===== config.mk =====
export PLATFORM = sky130hd
export DESIGN_NAME = pcie_ingress_ctrl
export DESIGN_NICKNAME = d
export VERILOG_FILES = /design/src/rtl/pcie_ingress_ctrl.sv
export SDC_FILE = /design/constraint.sdc
export NUM_CORES = 1
export LEC_CHECK = 0
export ABC_CLOCK_PERIOD_IN_PS = 4730
export BUFFER_PORTS_ARGS = -buffer_cell sky130_fd_sc_hd__buf_2
export CORE_MARGIN = 2
export CORE_UTILIZATION = 50
export DETAILED_ROUTE_END_ITERATION = 7
export PLACE_DENSITY = 0.8
export SYNTH_ARGS = -nofsm -noshare
export SYNTH_HDL_FRONTEND = slang
export SYNTH_SLANG_ARGS = --single-unit

===== constraint.sdc =====
create_clock -name clk -period 4.73 [get_ports clk]
set_input_delay 0 -clock clk [delete_from_list [all_inputs] [get_ports clk]]
set_output_delay 0 -clock clk [all_outputs]
set_load 0.01 [all_outputs]

===== src/rtl/pcie_ingress_ctrl.sv =====
// Ingress controller: host valid/ready words -> skid FIFO -> registered push/data to the main FIFO.
// Optional per-VC push counters are built when PCIE_INGRESS_STATS_EN is defined.
module pcie_ingress_ctrl #(
   parameter int DEPTH       = 4,
   parameter int INIT_CYCLES = 4,
   parameter int CNT_W       = 8
) (
   input  logic             clk,
   input  logic             reset,
   input  logic             in_valid,
   input  logic [5:0]       in_data,
   output logic             in_ready,
   input  logic             Pausa_MF,
   output logic             init_out,
   output logic             push_out,
   output logic [5:0]       data_out,
   output logic             busy_out,
   output logic [CNT_W-1:0] cnt_vc0,
   output logic [CNT_W-1:0] cnt_vc1
);

   localparam int AW = $clog2(DEPTH);
   localparam int CW = AW + 1;
   localparam logic [7:0] INIT_LAST = 8'(INIT_CYCLES - 1);

   typedef enum logic [1:0] {INIT, RUN, PAUSE} state_t;

   state_t          state_q;
   logic [7:0]      init_cnt_q;
   logic [5:0]      mem_q [DEPTH];
   logic [AW-1:0]   wptr_q, rptr_q;
   logic [CW-1:0]   count_q, count_d;
   logic            init_q, push_q;
   logic [5:0]      data_q;
   logic            active, accept, pop;
   logic [5:0]      head;

   assign active   = (state_q == RUN) || (state_q == PAUSE);
   assign in_ready = active && (count_q < CW'(DEPTH));
   assign accept   = in_valid && in_ready;
   // An empty FIFO forwards the incoming word directly so it is pushed one cycle after acceptance.
   assign pop      = active && !Pausa_MF && ((count_q != '0) || accept);
   assign head     = (count_q == '0) ? in_data : mem_q[rptr_q];
   assign count_d  = count_q + CW'(accept) - CW'(pop);

   always_ff @(posedge clk) begin
      if (accept) mem_q[wptr_q] <= in_data;
   end

   always_ff @(posedge clk) begin
      if (reset) begin
         state_q    <= INIT;
         init_cnt_q <= '0;
         wptr_q     <= '0;
         rptr_q     <= '0;
         count_q    <= '0;
         init_q     <= 1'b1;
         push_q     <= 1'b0;
         data_q     <= '0;
      end else begin
         case (state_q)
            INIT: begin
               if (init_cnt_q == INIT_LAST) begin
                  state_q <= RUN;
                  init_q  <= 1'b0;
               end else begin
                  init_cnt_q <= init_cnt_q + 8'd1;
               end
            end
            RUN:     if (Pausa_MF)  state_q <= PAUSE;
            PAUSE:   if (!Pausa_MF) state_q <= RUN;
            default: state_q <= INIT;
         endcase
         if (accept) wptr_q <= wptr_q + AW'(1);
         if (pop)    rptr_q <= rptr_q + AW'(1);
         count_q <= count_d;
         push_q  <= pop;
         if (pop) data_q <= head;
      end
   end

   assign init_out = init_q;
   assign push_out = push_q;
   assign data_out = data_q;
   assign busy_out = (count_q != '0) | push_q;

`ifdef PCIE_INGRESS_STATS_EN
   logic [CNT_W-1:0] cnt0_q, cnt1_q;

   // Counts follow the registered push, so they trail push_out by one cycle.
   always_ff @(posedge clk) begin
      if (reset) begin
         cnt0_q <= '0;
         cnt1_q <= '0;
      end else if (push_q) begin
         if (!data_q[5] && cnt0_q != '1) cnt0_q <= cnt0_q + CNT_W'(1);
         if (data_q[5]  && cnt1_q != '1) cnt1_q <= cnt1_q + CNT_W'(1);
      end
   end

   assign cnt_vc0 = cnt0_q;
   assign cnt_vc1 = cnt1_q;
`else
   assign cnt_vc0 = '0;
   assign cnt_vc1 = '0;
`endif

endmodule

Word level (Yosys, flattened, before mapping) --
Memories as Yosys holds them, arrays and structs flattened. A register that Yosys moved wholly into a read port is not among the register bits. Cells that the tools add are included.
Operators by class: $lt $le $gt $ge 1, bitwise gates (word level) 2, multiplexer cells 9, equal/unequal tests 6, reductions and logical operators 13, add/sub/neg operators 5
Operator list (number):
- $mux W2 | 5
- $add A8 B1 Y8 const B | 1
- $eq A8 B2 Y1 const B | 1
- $mux W6 | 1
- $ne A2 B2 Y1 const B | 3
- $pmux W2 S3 | 1
- $add A2 B1 Y2 const B | 2
- $logic_and A1 B1 Y1 | 4
- $reduce_and A2 Y1 | 2
- $add A3 B1 Y3 | 1
- $logic_not A3 Y1 | 1
- $lt A3 B3 Y1 const B | 1
- $reduce_and A3 Y1 | 1
- $reduce_bool A3 Y1 | 1
- $sub A3 B1 Y3 | 1
- $eq A2 B1 Y1 const B | 1
- $eq A2 B2 Y1 const B | 1
- $logic_not A2 Y1 | 1
- $logic_or A1 B1 Y1 | 2
- $mux W1 | 2
- $logic_not A1 Y1 | 1
- $not A1 Y1 | 1
- $or A1 B1 Y1 | 1
Storage, ports and cells: bits in registers 25, input port bits 10, bits in writable memories 24, memories 1
Memories:
- mem_q | depth 4, width 6, rd ports 1, clocked after memory_dff 1, wr ports 1, line 30 | logic [5:0] mem_q [DEPTH];

Logic depth before layout (Yosys ltp) --
depth after elaboration 8, mapped depth 11

Worst setup path before layout --
No wires, ideal clock.
path kind flip-flop to flip-flop, from register state_q[0], to register count_q[2], cell stages (with the launch flop) 12, period minus slack after synthesis 2.338 ns, setup slack 2.392 ns, data required time 4.602 ns, path buffers 1, setup time 0.128 ns, data arrival time 2.210 ns, cell sequence dfxtp_1 -> inv_1 -> ha_1 -> and3b_1 -> clkbuf_1 -> inv_1 -> ha_1 -> inv_1 -> ha_1 -> fa_1 -> xnor2_1 -> nor2_1
On the way: cells in the longest elaborated chain, start to end 7, elaborated cells between the ends (all ways) 10
RTL lines:
- start, declared | line 28 | state_t state_q;
- start signal, assigned | line 52 | state_q <= INIT;
- start signal, assigned | line 64 | state_q <= RUN;
- start signal, assigned | line 70 | RUN: if (Pausa_MF) state_q <= PAUSE;
- $eq A2 B1 Y1 or $eq A2 B2 Y1 (tied branches) | line 38 | assign active = (state_q == RUN) || (state_q == PAUSE);
- $logic_or A1 B1 Y1 (*) | line 38
- branches (longest 4 deep; another with $add A3 B1 Y3)
- $sub A3 B1 Y3 (*) | line 44 | assign count_d = count_q + CW'(accept) - CW'(pop);
- end signal, assigned | line 76 | count_q <= count_d;
- end, declared | line 32 | logic [CW-1:0] count_q, count_d;
Every way passes the cells marked *. A chain may end at the register's enable or synchronous reset.

Worst setup path after layout --
from register state_q[0], to register count_q[1]
On the way: cells in the longest elaborated chain, start to end 7, elaborated cells between the ends (all ways) 10
RTL lines:
- $eq A2 B1 Y1 or $eq A2 B2 Y1 (tied branches) | line 38
- $logic_or A1 B1 Y1 (*) | line 38
- $logic_and A1 B1 Y1 | line 39 | assign in_ready = active && (count_q < CW'(DEPTH));
- $logic_and A1 B1 Y1 | line 40 | assign accept = in_valid && in_ready;
- $logic_or A1 B1 Y1 | line 42 | assign pop = active && !Pausa_MF && ((count_q != '0) || accept);
- $logic_and A1 B1 Y1 (*) | line 42
- net pop | line 35 | logic active, accept, pop;
- $sub A3 B1 Y3 (*) | line 44
- net count_d[1] | line 32
The timed path passes the listed nets; every way through them passes the cells marked *.

==> metrics <==
post-cts repair resize count 0; share of cells above drive strength 1 16.67%; count of inserted antenna diode cells 0; clock tree from TritonCTS done; Final Setup Violations 0; Critical Path Stages 9; CTS H-tree depth 2; Worst Setup Path Type register to register; gate count after technology mapping 204; count of buffers inserted at the top-level ports 19; async set or reset register ratio after synthesis 0%; Crit. End Element register; slowest cell delay on critical path 0.45 ns; combined global-route utilization of all metal layers 16.03%; Critical Path Fanout Max 8; Post-synth EDFFs 24; wire length per cell 14.54 um; Least-Margin Pin Slew 0.8115 ns; outcome complete, no violations; wire length of the first global-routing pass 6548 um; number of buffer and inverter instances along the worst setup path 2; proportion of synthesized chip area in sequential cells 52.72%; drt total wl 4101 um; endpoint arrival time on the critical path 2.78 ns; core occupancy in the finished layout 56.13%; number of warnings issued by yosys 0; P_leak 0.9831 nW; via count 1,528; HPWL reported at the end of detailed placement 2907 um; largest clock skew in the final design 0.004780 ns; number of buffers created by CTS 5; required time of the worst setup path 4.92 ns; crit start category register; number of slew-limit violations in the final report 0; DR iter-0 viols 153; cell with the most instances after synthesis dfxtp_1; final clock period utilization by the worst path 54.80%; synth top area cells edfxtp_1 (30%), dfxtp_1 (23%), ha_1 (6.3%); # DRC 0; Post CTS Setup Buffer Count 0; Congestion Overflow GR 0; number of max-cap violations 0; Placement Rows 25; Die Outline Area 5354 sq um; worst min-delay path category input port to register; largest net degree at the start of global routing 34; RSZ-0062 raised after global routing no; Max VDD drop 0.1660 mV; top post-synthesis cells by count dfxtp_1 (27), edfxtp_1 (24), nand2_1 (17); number of top-level design ports 36; Syn Area/Cell 11.73 sq um; worst slew margin relative to its limit 45.48%; Syn Std Cell Area 2392 sq um; Die Span X 73.17 um; number of cells on the worst reg-to-reg path 9; PwrDens 444.6 nW/um^2; Clock Latency Late Sink 0.31 ns; worst hold slack after final layout 0.08838 ns; library cells used by synthesis 42; Total Neg Setup Slack 0 ns; Initial Util 51.33%; Final Hold Violating Endpoints 0; average via count per standard cell 5.418; cell depth of the worst hold path 3; CTS Root Cell clkbuf_8; total number of nets in the final design 250; FMAX 0.3858 GHz; total core area 4661 sq um; number of global-route vias before repair 1,355; post-route ant nets 0; post-layout minimum cycle time 2.592 ns; floorplan die height 73.17 um; cell family with the largest share of critical-path delay adder cells; Max stage delay cell, worst path nor2_1; first drt pass iteration count 4; maximum clock path buffer count 2; # hold bufs at CTS 6; Synth Register Bits 51; Synth-to-Final Area Change 9.362%; critical path, cell by cell inv_1 > ha_1 > nand2b_1 > nor2_1 > ha_1 > inv_1 > ha_1 > fa_1 > nor2b_1; clock-pin slew of the registers on the worst-case setup and hold paths 0.10 ns; biggest area consumer among synthesized cells edfxtp_1; Clock Sink Count 51; initial antenna violation count 0; cell seen most often among critical-path stages ha_1; most used flip-flop cell after synthesis dfxtp_1; share of Yosys cell area claimed by the top area cell type 30.13%; global placement routability congestion 0.7696
==> cell families (layout without fill, tap and decap cells) <==
group / after synthesis / after routing / synth area share, %
DFF: 51 / 51 / 52.72
adders and majority gates: 13 / 13 / 7.113
and+or+nand+nor: 59 / 59 / 13.65
buffers and inverters: 34 / 43 / 7.950
xor gates and xnor gates: 5 / 5 / 1.831
other: 1 / 16 / 0.1568
AOI/OAI and AO/OA: 31 / 31 / 9.153
muxes: 10 / 10 / 7.427
==> routing by layer <==
metal	global-route usage, %	vias up	wire length (um)
li1	-	750	-
met1	22.56	731	1981
met2	24.52	40	1924
met3	3.315	7	148
met4	5.761	0	46
met5	0	-	0
==> sequential cells by signal (all words and copies together) (netlist names), named ones only <==
register	cells
count_q	3
push_out	1
rptr_q	2
mem_q	24
state_q	2
data_out	6
wptr_q	2
init_out	1
init_cnt_q	8
==> power by group <==
| group | internal [mW] | leakage, nW | switching (mW) |
|---|---|---|---|
| sequential | 0.513 | 0.435 | 0.0501 |
| clock | 0.110 | 0.0502 | 0.155 |
| combinational | 0.143 | 0.498 | 0.193 |
==> worst paths after layout <==
path                      to  startpoint  slack (ns)
setup reg to reg  count_q[1]  state_q[0]        2.14
setup / recovery  count_q[1]  state_q[0]        2.14
hold / removal      push_out    Pausa_MF        0.09
hold reg to reg     init_out    init_out        0.45
==> final cells by class <==
| class | count | area [sq um] |
|---|---|---|
| fill | 385 | 2044 |
| sequential | 51 | 1261 |
| multi-input combinational | 134 | 997.2 |
| timing repair buffer | 25 | 155.1 |
| clock buffer | 5 | 68.82 |
| tap | 54 | 67.56 |
| inverter | 10 | 37.54 |
| clock inverter | 3 | 28.78 |
==> metrics by stage <==
step / cell area, sq um / std cells / total power, mW / worst slack (ns)
after floorplan: 2449 / 219 / 0.8271 / 2.392
after global placement: 2459 / 268 / 0.8903 / 2.232
after detailed placement: 2459 / 268 / 0.9022 / 2.148
after CTS: 2616 / 282 / 1.171 / 2.139
after global routing: 2616 / 282 / 1.234 / 1.899
final: 2616 / 282 / 1.163 / 2.138
==> layout by cell type (no fill, tap or decap), types with 4 or more instances in the layout <==
cell and count:
clkbuf_8 5, dfxtp_1 27, a21oi_1 13, and2_1 4, ha_1 12, nand2_1 17, a311oi_1 6, mux4_2 6
nor2b_1 5, buf_2 19, conb_1 16, nand2b_1 5, dlygate4sd3_1 6, edfxtp_1 24, nor2_1 9, inv_1 10
==> worst reg2reg max path, stage by stage, from the launching register on <==
cell and delay [ns]:
dfxtp_1 0.41, inv_1 0.11, ha_1 0.33, nand2b_1 0.11, nor2_1 0.45, ha_1 0.33, inv_1 0.06, ha_1 0.15
fa_1 0.40, nor2b_1 0.13
Note: power is estimated with default switching activity, not from simulation.
